<file path="src/rtl/hazard_pkg.sv">
// Shared types and constants for the pipeline hazard controller.
package hazard_pkg;

    typedef enum logic [1:0] {
        M_IDLE = 2'd0,
        M_WAIT = 2'd1,
        M_ERR  = 2'd2
    } mem_state_e;

    localparam logic [1:0] FWD_RF  = 2'b00;
    localparam logic [1:0] FWD_WB  = 2'b01;
    localparam logic [1:0] FWD_MEM = 2'b10;

    // A producer hits a consumer when it writes a nonzero register the consumer reads.
    function automatic logic src_hit(input logic [4:0] rd, input logic we, input logic [4:0] rs);
        return we && (rd != 5'd0) && (rd == rs);
    endfunction

endpackage

</file>
<file path="src/rtl/hazard_mem_fsm.sv">
// Data-memory handshake tracker: idle/wait/error FSM with wait counter and sticky timeout.
module hazard_mem_fsm
    import hazard_pkg::*;
#(
    parameter int TIMEOUT = 255
) (
    input  logic clk,
    input  logic reset,
    input  logic i_mem_req,
    input  logic i_mem_ack,
    output logic o_mem_stall,
    output logic o_timeout
);

    localparam logic [7:0] TIMEOUT_C = TIMEOUT[7:0];

    mem_state_e r_state;
    logic [7:0] r_wait_cnt;
    logic       r_timeout;

    always_ff @(posedge clk or posedge reset) begin
        if (reset) begin
            r_state    <= M_IDLE;
            r_wait_cnt <= 8'd0;
            r_timeout  <= 1'b0;
        end else begin
            case (r_state)
                M_IDLE: begin
                    if (i_mem_req && !i_mem_ack) begin
                        r_state    <= M_WAIT;
                        r_wait_cnt <= 8'd0;
                    end
                end
                M_WAIT: begin
                    if (i_mem_ack) begin
                        r_state <= M_IDLE;
                    end else if (r_wait_cnt == TIMEOUT_C) begin
                        r_state   <= M_ERR;
                        r_timeout <= 1'b1;
                    end else begin
                        r_wait_cnt <= r_wait_cnt + 8'd1;
                    end
                end
                M_ERR:   r_state <= M_ERR;
                default: r_state <= M_IDLE;
            endcase
        end
    end

    // The ack releases the stall in the same cycle it arrives.
    assign o_mem_stall = ((r_state == M_IDLE) && i_mem_req && !i_mem_ack) ||
                         ((r_state == M_WAIT) && !i_mem_ack) ||
                         (r_state == M_ERR);
    assign o_timeout   = r_timeout;

endmodule

</file>
<file path="src/rtl/hazard_ctrl.sv">
// Pipeline hazard control: load-use/RAW stalls, branch flushes, memory stalls, forwarding.
// Define HAZARD_FORWARD_EN to compile in operand forwarding (removes RAW stalls).
module hazard_ctrl
    import hazard_pkg::*;
#(
    parameter int TIMEOUT = 255
) (
    input  logic        clk,
    input  logic        reset,
    input  logic [4:0]  Rs1D,
    input  logic [4:0]  Rs2D,
    input  logic [4:0]  Rs1E,
    input  logic [4:0]  Rs2E,
    input  logic [4:0]  RdE,
    input  logic [4:0]  RdM,
    input  logic [4:0]  RdW,
    input  logic        RegWriteE,
    input  logic        RegWriteM,
    input  logic        RegWriteW,
    input  logic        LoadE,
    input  logic        PCSrcE,
    input  logic        MemReqM,
    input  logic        MemAckM,
    output logic        StallF,
    output logic        StallD,
    output logic        StallE,
    output logic        StallM,
    output logic        FlushD,
    output logic        FlushE,
    output logic        FlushW,
    output logic [1:0]  ForwardAE,
    output logic [1:0]  ForwardBE,
    output logic        MemTimeout,
    output logic [15:0] StallCycles
);

    logic        w_mem_stall;
    logic        w_lw_stall;
    logic        w_raw_stall;
    logic        w_hz_stall;
    logic [15:0] r_stall_cycles;

    hazard_mem_fsm #(.TIMEOUT(TIMEOUT)) u_mem_fsm (
        .clk         (clk),
        .reset       (reset),
        .i_mem_req   (MemReqM),
        .i_mem_ack   (MemAckM),
        .o_mem_stall (w_mem_stall),
        .o_timeout   (MemTimeout)
    );

    assign w_lw_stall = LoadE && (RdE != 5'd0) && ((RdE == Rs1D) || (RdE == Rs2D));

`ifdef HAZARD_FORWARD_EN
    function automatic logic [1:0] fwd_sel(input logic [4:0] rs);
        if (src_hit(RdM, RegWriteM, rs))      return FWD_MEM;
        else if (src_hit(RdW, RegWriteW, rs)) return FWD_WB;
        else                                  return FWD_RF;
    endfunction

    logic w_unused;
    assign w_unused    = RegWriteE;
    assign w_raw_stall = 1'b0;
    assign ForwardAE   = fwd_sel(Rs1E);
    assign ForwardBE   = fwd_sel(Rs2E);
`else
    // Without forwarding, Decode waits until Execute/Memory producers reach the register file.
    logic w_unused;
    assign w_unused    = ^{RegWriteW, RdW, Rs1E, Rs2E};
    assign w_raw_stall = src_hit(RdE, RegWriteE, Rs1D) || src_hit(RdE, RegWriteE, Rs2D) ||
                         src_hit(RdM, RegWriteM, Rs1D) || src_hit(RdM, RegWriteM, Rs2D);
    assign ForwardAE   = FWD_RF;
    assign ForwardBE   = FWD_RF;
`endif

    assign w_hz_stall = w_lw_stall || w_raw_stall;

    // A memory stall freezes the whole front; flushes would lose the held instructions.
    assign StallF = w_mem_stall || w_hz_stall;
    assign StallD = w_mem_stall || w_hz_stall;
    assign StallE = w_mem_stall;
    assign StallM = w_mem_stall;
    assign FlushW = w_mem_stall;
    assign FlushD = !w_mem_stall && PCSrcE;
    assign FlushE = !w_mem_stall && (w_hz_stall || PCSrcE);

    always_ff @(posedge clk or posedge reset) begin
        if (reset)
            r_stall_cycles <= 16'd0;
        else if (StallF && (r_stall_cycles != 16'hFFFF))
            r_stall_cycles <= r_stall_cycles + 16'd1;
    end

    assign StallCycles = r_stall_cycles;

endmodule

</file>
<file path="config.mk">
export PLATFORM = sky130hd
export DESIGN_NAME = hazard_ctrl
export DESIGN_NICKNAME = d
export VERILOG_FILES = /design/src/rtl/hazard_pkg.sv /design/src/rtl/hazard_mem_fsm.sv /design/src/rtl/hazard_ctrl.sv
export SDC_FILE = /design/constraint.sdc
export NUM_CORES = 1
export LEC_CHECK = 0
export ABC_AREA = 1
export BUFFER_PORTS_ARGS = -buffer_cell sky130_fd_sc_hd__buf_2
export CAP_MARGIN = 20
export CORE_ASPECT_RATIO = 1.4
export CORE_MARGIN = 2
export CORE_UTILIZATION = 46
export DETAILED_ROUTE_END_ITERATION = 8
export PLACE_DENSITY = 0.82
export SYNTH_ARGS = -nofsm -noshare
export SYNTH_HDL_FRONTEND = slang
export SYNTH_HIERARCHICAL = 1
export SYNTH_SLANG_ARGS = --single-unit
</file>
<file path="constraint.sdc">
create_clock -name clk -period 2.12 [get_ports clk]
set_clock_uncertainty 0.2 [all_clocks]
set_input_delay 0.53 -clock clk [delete_from_list [all_inputs] [get_ports clk]]
set_output_delay 0.53 -clock clk [all_outputs]
set_load 0.01 [all_outputs]
</file>
# Yosys cells after proc, flatten, opt, wreduce, memory -nomap -nowiden
# Cells that the tools add are included.
[op_classes]
add_sub_neg = 2
eq_ne = 12
n_mux = 8
bitwise = 1
n_reduce_logical = 33
[ops]
columns = ["operator", "count"]
rows = [
  ["8-bit 2-to-1 mux", 3],
  ["5-bit equality test", 4],
  ["16-bit by 1-bit adder with 16-bit output (second input constant)", 1],
  ["16-bit inequality test (second input constant)", 1],
  ["8-bit case mux with 2 select lines", 1],
  ["1-bit logical AND", 15],
  ["5-bit nonzero test", 2],
  ["1-bit logical OR", 9],
  ["8-bit by 1-bit adder with 8-bit output (second input constant)", 1],
  ["8-bit equality test (second input constant)", 1],
  ["2-bit 2-to-1 mux", 3],
  ["2-bit case mux with 3 select lines", 1],
  ["2-bit inequality test (second input constant)", 2],
  ["4-bit AND reduction", 1],
  ["3-bit by 2-bit inequality test with 1-bit output (second input constant)", 1],
  ["3-bit AND reduction", 1],
  ["2-bit by 1-bit equality test with 1-bit output (second input constant)", 1],
  ["2-bit equality test (second input constant)", 1],
  ["1-bit logical NOT", 2],
  ["2-bit logical NOT", 1],
  ["2-bit by 1-bit inequality test with 1-bit output (second input constant)", 1],
  ["2-bit AND reduction", 1],
  ["2-bit nonzero test", 1],
  ["1-bit inverter", 1],
]
[word_totals]
regBits = 27
input_bits = 44
output_inout_bits = 28
wordCells = 60

# Depth between registers and ports, before layout
# Gate-level depths: netlist (run 1).
[depth]
depth_word = 9
depth_mapped = 12
mapped_depth_nobuf = 11

# By module
# The synthesis (run 1) kept the hierarchy.
[by_module_without_submodules]
columns = ["mod", "n_inst", "cells_per_inst", "area_each_um2", "seq_area_each_um2"]
rows = [
  ["hazard_ctrl", 1, 240, 1490.2, 400.4],
  ["hazard_mem_fsm", 1, 86, 689.4, 275.3],
]

# Worst setup path before layout (run 1)
# OpenSTA, ideal clock, no wires.
[synth_path]
path_type = "input to output"
start = "input port MemAckM"
end = "output port StallF"
t_arrival_ns = 1.664
t_required_ns = 1.390
slack_ns = -0.274
cell_stages = 7
n_path_buf = 2
cell_sequence = "inv_1 > nand3_4 > o211ai_1 > inv_1 > nand3_2 > buf_2 > buf_4"
[synth_via]
elab_chain_cells = 5
word_cells_on_any_way = 6
cone_classes = "reduce/logical (6)"
[synth_lines]
columns = ["item", "line", "rtl"]
rows = [
  ["start: declaration", "hazard_ctrl.sv:23", "input logic MemAckM,"],
  ["1-bit logical NOT *", "hazard_mem_fsm.sv:51, hazard_mem_fsm.sv:52", ""],
  ["1-bit logical AND (on tied branches)", "hazard_mem_fsm.sv:51, hazard_mem_fsm.sv:52", ""],
  ["1-bit logical OR *", "hazard_mem_fsm.sv:51", "assign o_mem_stall = ((r_state == M_IDLE) && i_mem_req && !i_mem_ack) ||"],
  ["1-bit logical OR *", "hazard_mem_fsm.sv:52", "((r_state == M_WAIT) && !i_mem_ack) ||"],
  ["net FlushW", "hazard_ctrl.sv:30", "output logic FlushW,"],
  ["1-bit logical OR *", "n/a", ""],
  ["end: declaration", "hazard_ctrl.sv:24", "output logic StallF,"],
]
# Mark *: on every way through the listed nets, which the timed path passes. The rest lies on a longest branch.

# Final worst setup path (run 1)
[layout_path]
start = "input port Rs1D[1]"
end = "output port FlushE"
[layout_via]
elab_chain_cells = 8
word_cells_on_any_way = 12
cone_classes = "eq/ne (2); reduce/logical (10)"
[layout_lines]
columns = ["item", "line", "rtl"]
rows = [
  ["start: declaration", "hazard_ctrl.sv:10", "input logic [4:0] Rs1D,"],
  ["5-bit equality test", "hazard_pkg.sv:16, hazard_ctrl.sv:52", ""],
  ["1-bit logical AND", "hazard_pkg.sv:16", "return we && (rd != 5'd0) && (rd == rs);"],
  ["1-bit logical OR (2 in a row)", "hazard_ctrl.sv:70", "assign w_raw_stall = src_hit(RdE, RegWriteE, Rs1D) || src_hit(RdE, RegWriteE, Rs2D) ||"],
  ["1-bit logical OR", "hazard_ctrl.sv:71", "src_hit(RdM, RegWriteM, Rs1D) || src_hit(RdM, RegWriteM, Rs2D);"],
  ["1-bit logical OR *", "hazard_ctrl.sv:76", "assign w_hz_stall = w_lw_stall || w_raw_stall;"],
  ["1-bit logical OR *", "hazard_ctrl.sv:85", "assign FlushE = !w_mem_stall && (w_hz_stall || PCSrcE);"],
  ["1-bit logical AND *", "hazard_ctrl.sv:85", ""],
  ["end: declaration", "hazard_ctrl.sv:29", "output logic FlushE,"],
]
# Every way passes the cells marked *; elsewhere a longest branch is shown, timed or not.

==> flow_summary.json, run 1 <==
{
  "p_int_uw": 704,
  "path_cells": "buf_6 -> xor2_1 -> nor2_1 -> nand3_1 -> nand2_1 -> nand2_2 -> a31oi_1 -> buf_2",
  "postPlaceCellArea_um2": 2550,
  "finalSetupViolations": 7,
  "grt_max_degree": 17,
  "grt_antenna_before_repair": 0,
  "synth_edf_count": 0,
  "rsz0062_at_grt": "true",
  "synthTopCellsByCount": "112 x nand2_1, 49 x inv_1, 43 x nand3_1",
  "fmax_ghz": 0.449,
  "yosysMostFrequentCell": "nand2_1",
  "slowest_delay_ns": 0.16,
  "crit_arrival_ns": 1.50,
  "combPwrFrac_pct": 14.0,
  "stdcell_count": 455,
  "fin_area_um2": 2820,
  "p_clk_share_pct": 31.6,
  "reg2reg_depth": 13,
  "drtAntennaViolNets": 0,
  "violations": "negative setup slack",
  "core_um2": 4540,
  "clkLatencyLatePin_ns": 0.27,
  "yosys_warnings": 6,
  "leakage_uw": 0.00162,
  "yosysSeqAreaShare_pct": 31.0,
  "path_buf_inv": 2,
  "crit_fanout": 3,
  "diodes": 0,
  "wl_per_cell_um": 12.0,
  "avgViaCountPerCell": 4.85,
  "slowest_stage": "xor2_1",
  "outcome": "complete, but fails checks",
  "maxSlewHeadroom_pct": 55.5,
  "wl_mm": 5.47,
  "seqPwrFrac_pct": 54.5,
  "r2r_setup_slack_ns": 0.17,
  "async_flop_share_pct": 100,
  "die_height_um": 85.4,
  "crit_required_ns": 1.39,
  "hold_violations": 0,
  "finalPower_uw": 944,
  "clkTransAtPathRegs_ns": 0.10,
  "drtIter0Drc": 155,
  "netlist_area_um2": 2180,
  "tightestPinTransition_ns": 0.667,
  "r2r-start": "u_mem_fsm/r_state[1]",
  "cts-root-buf": "clkbuf_8",
  "worstSetupStartpointType": "input port",
  "dr.pass1.iters": 4,
  "worstSetupPathType": "input port to output port",
  "grt_remaining_overflow": 0,
  "synth.area.top_cells": "dfrtp_1 31%, nand2_1 19%, nand3_1 9.9%",
  "grt_pass1_vias": 2178,
  "ys_ff_latch": 27,
  "drc": 0,
  "syn_to_final_growth_pct": 29.4,
  "hold_path_class": "input port to async pin",
  "fp.dieW_um": 62.2,
  "syn_area_per_cell_um2": 6.69,
  "vdd_drop_max_v": 0.000219,
  "gp_congestion": 0.861,
  "endpoint_kind": "output port",
  "synthCells": 326,
  "synth_flop_cell": "dfrtp_1",
  "grt_first_pass_wirelength_mm": 8.83,
  "portBuffers": 51,
  "vias": 2209,
  "postLayoutSetupSlackWorst_ns": -0.107,
  "p_sw_uw": 240,
  "die_area_um2": 5310,
  "drive_gt1_share_pct": 29.5,
  "cts_sinks": 27,
  "nNetsFinal": 440,
  "yosys.area.top_type": "dfrtp_1",
  "numCtsBuffers": 3,
  "rows": 29,
  "track_usage_pct": 20.2,
  "cts_max_path_buffers": 2,
  "min_period_over_period_pct": 105,
  "synth_top_area_share_pct": 31.0,
  "cp-startpoint": "Rs1D[1]",
  "boundaryPins": 72,
  "drv_slew": 0,
  "start_util_pct": 48.1,
  "dp.cells": 442,
  "htreeDepth": 1,
  "cts_tree": "built",
  "dp_hpwl_mm": 4.05,
  "maxCapViolCount": 0,
  "synth_cell_types": 33,
  "path_delay_family": "simple AND/OR/NAND/NOR gates",
  "p_per_area_nw_per_um2": 335,
  "swShare_pct": 25.4,
  "timing.rr.end": "StallCycles[13]",
  "post-route-min-period_ns": 2.23
}
## power by group through the flow
stage / clock network, uW / registers, uW / logic [uW]
3_5_place_dp: 0 / 525 / 111
2_1_floorplan: 0 / 525 / 67.1
6_report: 298 / 515 / 132
4_1_cts: 310 / 515 / 123
5_1_grt: 332 / 515 / 150
3_3_place_gp: 0 / 525 / 108
## timing repair
| action | 4_1_cts | 5_1_grt |
|---|---|---|
| endpoints found under the setup margin | 7 | 23 |
| cloned | 0 | 1 |
| gates resized for setup | 16 | 23 |
| pin swaps | 17 | 15 |
| hold buffers | 0 | 0 |
| setup buffers | 4 | 5 |
## per-layer routing
| layer | part of all wire, % | global-route usage [%] | up-vias | wire length, um |
|---|---|---|---|---|
| li1 | - | - | 1133 | - |
| met1 | 37 | 19.6 | 1010 | 2030 |
| met2 | 58 | 45.0 | 58 | 3160 |
| met3 | 3.8 | 1.72 | 8 | 210 |
| met4 | 1.3 | 3.64 | 0 | 72 |
| met5 | 0 | 0 | - | 0 |
## worst max-delay path by stage
stage | to | slack [ns] | cells past startpoint
after floorplan | StallF | -0.13 | 9
after global placement | FlushE | -0.11 | 9
after global routing | FlushE | -0.18 | 10
after detailed placement | StallF | -0.13 | 8
after CTS | FlushD | -0.07 | 6
final | FlushE | -0.11 | 8
## logic make-up (layout without fill, tap and decap cells)
| kind of cell | after synthesis | count (layout) | share of synthesized area (%) |
|---|---|---|---|
| simple gates | 202 | 203 | 43.9 |
| buf+inv | 64 | 127 | 12.9 |
| flops | 27 | 27 | 31.0 |
| xor+xnor | 19 | 19 | 7.63 |
| compound gates | 11 | 11 | 3.27 |
| fa+ha+maj | 2 | 2 | 1.15 |
| other cells | 1 | 4 | 0.172 |
## flip-flops by register name, indices dropped and copies added, names as in the netlist
signal                cells
StallCycles              16
u_mem_fsm/r_wait_cnt      8
u_mem_fsm/r_state         2
u_mem_fsm/o_timeout       1
## area by class of cell
type | instances | area [um^2]
fillers | 426 | 1710
multi-input cells | 239 | 1310
flip-flops and latches | 27 | 677
repair buffers | 71 | 517
inverters | 52 | 198
well taps | 62 | 77.6
clock buffers | 3 | 41.3
clock inverters | 1 | 5.00
## stage by stage
step	utilization, %	setup TNS (ns)	setup WS [ns]	hold WS, ns
after global placement	56.2	-0.316	-0.108	0.248
after detailed placement	56.2	-0.627	-0.131	0.260
after global routing	62.2	-0.949	-0.175	0.100
after floorplan	-	-0.158	-0.130	0.182
final	62.2	-0.336	-0.107	0.0653
after CTS	59.4	-0.346	-0.0745	0.0720
## cells in the final DEF (no fill, tap or decap), drive strengths merged, types with 6 or more instances in the layout
cell	netlist	routed
nor2	27	27
inv	52	52
xnor2	9	9
o21ai	6	6
dfrtp	27	27
nand4	6	6
nand3	46	46
buf	11	71
nand2	117	118
xor2	10	10
(Power assumes the default switching activity.)
==> run 2, diff against run 1 <==
--- a/config.mk
+++ b/config.mk
@@ -8,9 +8,11 @@
 export ABC_AREA = 1
 export BUFFER_PORTS_ARGS = -buffer_cell sky130_fd_sc_hd__buf_2
 export CAP_MARGIN = 20
+export CELL_PAD_IN_SITES_DETAIL_PLACEMENT = 1
+export CELL_PAD_IN_SITES_GLOBAL_PLACEMENT = 1
 export CORE_ASPECT_RATIO = 1.4
 export CORE_MARGIN = 2
-export CORE_UTILIZATION = 46
+export CORE_UTILIZATION = 32
 export DETAILED_ROUTE_END_ITERATION = 8
 export PLACE_DENSITY = 0.82
 export SYNTH_ARGS = -nofsm -noshare
==> run 2 against run 1 <==
Net effect:
- utilization down 20 points
- the flow still finishes with violations (negative setup slack)
- fmax down 1.8%
- non-clock buffer count down 1
- die area up 41%
- cell area down 2.0%
- critical path type is now register to output port
- global-route usage down 2.9 points
- setup slack worse by 0.040 ns
- critical endpoint is now StallF
- worst hold slack worse by 0.015 ns
- power up 0.11%
==> flow_summary.json, run 2 (synthesized netlist as in run 1, its figures left out) <==
{
  "outcome": "complete, but fails checks",
  "violations": "negative setup slack",
  "maxSlewHeadroom_pct": 55.4,
  "die_area_um2": 7500,
  "grt_first_pass_wirelength_mm": 10.4,
  "cts_sinks": 27,
  "rows": 35,
  "syn_to_final_growth_pct": 26.8,
  "vdd_drop_max_v": 0.000212,
  "finalSetupViolations": 7,
  "hold_path_class": "input port to async pin",
  "post-route-min-period_ns": 2.27,
  "vias": 2229,
  "path_buf_inv": 3,
  "diodes": 0,
  "ctsHoldBuffers": 0,
  "hold_violations": 0,
  "grt_antenna_before_repair": 0,
  "stdcell_count": 465,
  "crit_required_ns": 1.39,
  "gp_congestion": 0.831,
  "nNetsFinal": 438,
  "rsz0062_at_grt": "true",
  "clkLatencyLatePin_ns": 0.28,
  "core_um2": 6570,
  "slowest_delay_ns": 0.41,
  "worstSetupPathType": "register to output port",
  "postLayoutSetupSlackWorst_ns": -0.147,
  "path_delay_family": "flip-flops",
  "wl_mm": 5.94,
  "portBuffers": 51,
  "slowest_stage": "dfrtp_1",
  "path_common_cell": "nand3_4",
  "avgViaCountPerCell": 4.79,
  "p_per_area_nw_per_um2": 342,
  "maxCapViolCount": 0,
  "finalPower_uw": 945,
  "drc": 0,
  "dp_worst_setup_slack_ns": -0.149,
  "leakage_uw": 0.00160,
  "cts_max_path_buffers": 2,
  "path_cells": "buf_4 -> nor2_4 -> nand3_4 -> o211ai_1 -> inv_1 -> nand3_4 -> buf_6",
  "tightestPinTransition_ns": 0.668,
  "grt_max_degree": 17,
  "worstSetupStartpointType": "register",
  "drtAntennaViolNets": 0,
  "layout_common_cells": "109 x nand2_1, 44 x inv_1, 43 x nand3_1, 40 x buf_2, 26 x dfrtp_1",
  "numCtsBuffers": 3,
  "boundaryPins": 72,
  "drive_gt1_share_pct": 26.9,
  "fp.dieW_um": 73.8,
  "endpoint_kind": "output port",
  "crit_fanout": 7,
  "dr.pass1.iters": 4,
  "track_usage_pct": 17.3,
  "layout_commonest_cell": "nand2_1",
  "die_height_um": 102,
  "drv_slew": 0,
  "largest_reg_flops": 16,
  "dp_hpwl_mm": 4.87,
  "crit_arrival_ns": 1.54,
  "drtIter0Drc": 71,
  "start_util_pct": 33.2,
  "cts_tree": "built",
  "fillers": 881,
  "cts-root-buf": "clkbuf_8",
  "htreeDepth": 1,
  "clkTransAtPathRegs_ns": 0.10,
  "fmax_ghz": 0.441,
  "grt_remaining_overflow": 0,
  "wl_per_cell_um": 12.8,
  "dp.cells": 457,
  "min_period_over_period_pct": 107,
  "grt_pass1_vias": 2382
}
==> run 2: changes by cell type in the layout (fill, tap and decap cells not counted), sizes merged <==
cell	previous run	this run
buf	71	70
nand2	118	117
==> run 2: layout make-up <==
type	count	area (um^2)	area share, %
clock buffers	3	41.3	1.49
clock inverters	1	5.00	0.181
inverters	52	198	7.15
multi-input cells	238	1270	46.1
flip-flops and latches	27	677	24.5
well taps	74	92.6	3.35
repair buffers	70	475	17.2
==> run 2: through the flow <==
step | area [um^2] | util, % | hold slack [ns] | TNS, ns
global route | 2760 | 42.1 | 0.0790 | -1.36
finish | 2760 | 42.1 | 0.0502 | -0.652
CTS | 2750 | 41.8 | 0.0628 | -0.603
floorplan | 2220 | - | 0.182 | -0.158
global placement | 2600 | 39.6 | 0.252 | -0.613
detailed placement | 2600 | 39.6 | 0.256 | -0.869
==> run 2: layer usage <==
layer	track usage, %	up-vias	routed length (um)
met5	0	-	0
met4	5.87	0	129
met3	1.59	13	169
met2	33.3	47	3290
met1	19.2	1043	2350
li1	-	1126	-
==> run 2: timing repair <==
item / in CTS / in global routing
buffers inserted: 2 / 2
pin swaps: 15 / 3
hold endpoints to repair: 0 / 0
gates resized for setup: 22 / 2
setup endpoints to repair: 7 / 7
==> run 2: final timing paths <==
check,startpoint,end,slack [ns],cells past startpoint
max,u_mem_fsm/r_state[1],StallF,-0.15,7
min,reset,u_mem_fsm/r_wait_cnt[1],0.05,2
max reg2reg,u_mem_fsm/r_state[1],StallCycles[13],0.18,10
min reg2reg,u_mem_fsm/o_timeout,u_mem_fsm/o_timeout,0.27,2
max in group asynchronous,reset,StallCycles[0],1.15,2
min in group clk,u_mem_fsm/o_timeout,u_mem_fsm/o_timeout,0.27,2
==> run 2: where the power goes <==
group	switching, uW	internal, uW	leakage, uW
combinational	72.8	50.9	0.00123
sequential	0	515	0.000340
clock	175	132	0.0000255
total	248	698	0.00160
==> run 3, diff against run 2 <==
--- a/config.mk
+++ b/config.mk
@@ -14,7 +14,9 @@
 export CORE_MARGIN = 2
 export CORE_UTILIZATION = 32
 export DETAILED_ROUTE_END_ITERATION = 8
+export GPL_TIMING_DRIVEN = 0
 export PLACE_DENSITY = 0.82
+export SLEW_MARGIN = 40
 export SYNTH_ARGS = -nofsm -noshare
 export SYNTH_HDL_FRONTEND = slang
 export SYNTH_HIERARCHICAL = 1
==> run 3 against run 2 <==
Net effect:
- the flow still finishes with violations (negative setup slack)
- cell count rose by 1.3%
- clock power decreased by 4%
- utilization increased by 0.69 points
- largest cell class unchanged
==> flow_summary.json, run 3 (synthesized netlist as in run 1, its figures left out) <==
{
  "fin_util_pct": 42.8,
  "portBuffers": 51,
  "drv_slew": 0,
  "gp_congestion": 0.792,
  "wl_per_cell_um": 13.9,
  "maxSlewHeadroom_pct": 55.4,
  "drtAntennaViolNets": 0,
  "track_usage_pct": 17.9,
  "tightestPinTransition_ns": 0.669,
  "hold_path_class": "input port to async pin",
  "grt_max_degree": 17,
  "r2r_setup_slack_ns": 0.05,
  "crit_arrival_ns": 1.56,
  "post-route-min-period_ns": 2.29,
  "met3_length_um": 219,
  "slowest_stage": "dfrtp_1",
  "highest_layer": "met4",
  "drc": 0,
  "fmax_ghz": 0.437,
  "maxCapViolCount": 0,
  "die_area_um2": 7500,
  "min_period_over_period_pct": 108,
  "endpoint_kind": "output port",
  "clkLatencyLatePin_ns": 0.27,
  "fin_setup_tns_ns": -0.787,
  "slowest_delay_ns": 0.43,
  "dr.pass1.iters": 4,
  "vdd_drop_max_v": 0.000184,
  "drtIter0Drc": 136,
  "rsz0062_at_grt": "true",
  "rows": 35,
  "r2r-start": "u_mem_fsm/r_state[1]",
  "largest_reg_flops": 16,
  "grt_pass1_vias": 2381,
  "cts_max_path_buffers": 2,
  "p_per_area_nw_per_um2": 332,
  "ctsHoldBuffers": 0,
  "vias": 2299,
  "hold_violations": 0,
  "timing.rr.end": "StallCycles[6]",
  "boundaryPins": 72,
  "worstSetupPathType": "register to output port",
  "grt_antenna_before_repair": 0,
  "numCtsBuffers": 3,
  "crit_required_ns": 1.39,
  "avgViaCountPerCell": 4.88,
  "drive_gt1_share_pct": 27.5,
  "finalSetupViolations": 7,
  "fp.dieW_um": 73.8,
  "met1_length_mm": 2.49,
  "cts_tree": "built",
  "htreeDepth": 1,
  "dp_hpwl_mm": 5.01,
  "cts_sinks": 27,
  "core_um2": 6570,
  "cts-root-buf": "clkbuf_8",
  "clkTransAtPathRegs_ns": 0.09,
  "syn_to_final_growth_pct": 28.9,
  "start_util_pct": 33.2,
  "crit_fanout": 3,
  "worstSetupStartpointType": "register",
  "outcome": "complete, but fails checks",
  "nNetsFinal": 444,
  "die_height_um": 102,
  "path_cells": "inv_2 -> nand2_4 -> nor2_4 -> inv_2 -> o211ai_1 -> inv_1 -> nand3_4 -> buf_6 -> buf_6",
  "grt_remaining_overflow": 0,
  "violations": "negative setup slack",
  "postLayoutSetupSlackWorst_ns": -0.170,
  "layout_commonest_cell": "nand2_1",
  "leakage_uw": 0.00162,
  "grt_first_pass_wirelength_mm": 10.6,
  "wl_met2_mm": 3.75,
  "layout_common_cells": "109 x nand2_1, 48 x buf_2, 45 x inv_1, 42 x nand3_1",
  "diodes": 0,
  "reg2reg_depth": 14,
  "wl_mm": 6.55
}
run 3: cell type report:
type                            count  area (um^2)
Buffer                             11         92.6
Tap cell                           74         92.6
Timing Repair Buffer               65          424
Sequential cell                    27          681
Inverter                           52          198
Clock buffer                        4         45.0
Multi-Input combinational cell    238         1280
Fill cell                         889         3760
run 3: power by group:
group	total, uW	leakage [uW]	internal [uW]	switching, uW
combinational	121	0.00126	47.9	72.9
clock	296	0.0000228	135	161
sequential	514	0.000338	514	0
total	931	0.00162	697	234
run 3: through the flow:
stage / worst slack (ns) / cells / instance area [um^2] / hold WS [ns] / power, uW
final: -0.170 / 471 / 2810 / 0.0622 / 931
after global routing: -0.272 / 471 / 2810 / 0.0791 / 987
after global placement: -0.455 / 454 / 2570 / 0.248 / 642
after detailed placement: -0.496 / 454 / 2570 / 0.251 / 647
after floorplan: -0.130 / 329 / 2220 / 0.182 / 592
after CTS: -0.168 / 464 / 2700 / 0.0698 / 956
run 3: timing repair:
action | CTS | global route
buffers inserted | 8 | 6
cloned | 0 | 1
gates resized for setup | 10 | 14
pin swaps | 9 | 3
endpoints found under the setup margin | 7 | 23
run 3: worst max path at each step:
stage | from | to | cells past startpoint
2_1_floorplan | u_mem_fsm/r_state[1] | StallF | 9
3_3_place_gp | MemAckM | StallF | 9
3_5_place_dp | MemAckM | StallF | 9
4_1_cts | u_mem_fsm/r_state[1] | StallF | 9
5_1_grt | u_mem_fsm/r_state[1] | StallF | 9
6_report | u_mem_fsm/r_state[1] | StallF | 9
run 3: worst max-delay path: cells and delay by family, from the launching register on:
| family | cells | cell delay (ns) |
|---|---|---|
| AND/OR/NAND/NOR | 3 | 0.27 |
| AO/OA/AOI/OAI | 1 | 0.12 |
| buffers and inverters | 5 | 0.46 |
| flip-flops | 1 | 0.43 |
run 3: per-layer routing:
| metal | vias up | GRT usage, % |
|---|---|---|
| met2 | 52 | 35.0 |
| met1 | 1095 | 19.2 |
| li1 | 1140 | - |
| met5 | - | 0 |
| met4 | 0 | 6.01 |
| met3 | 12 | 2.19 |
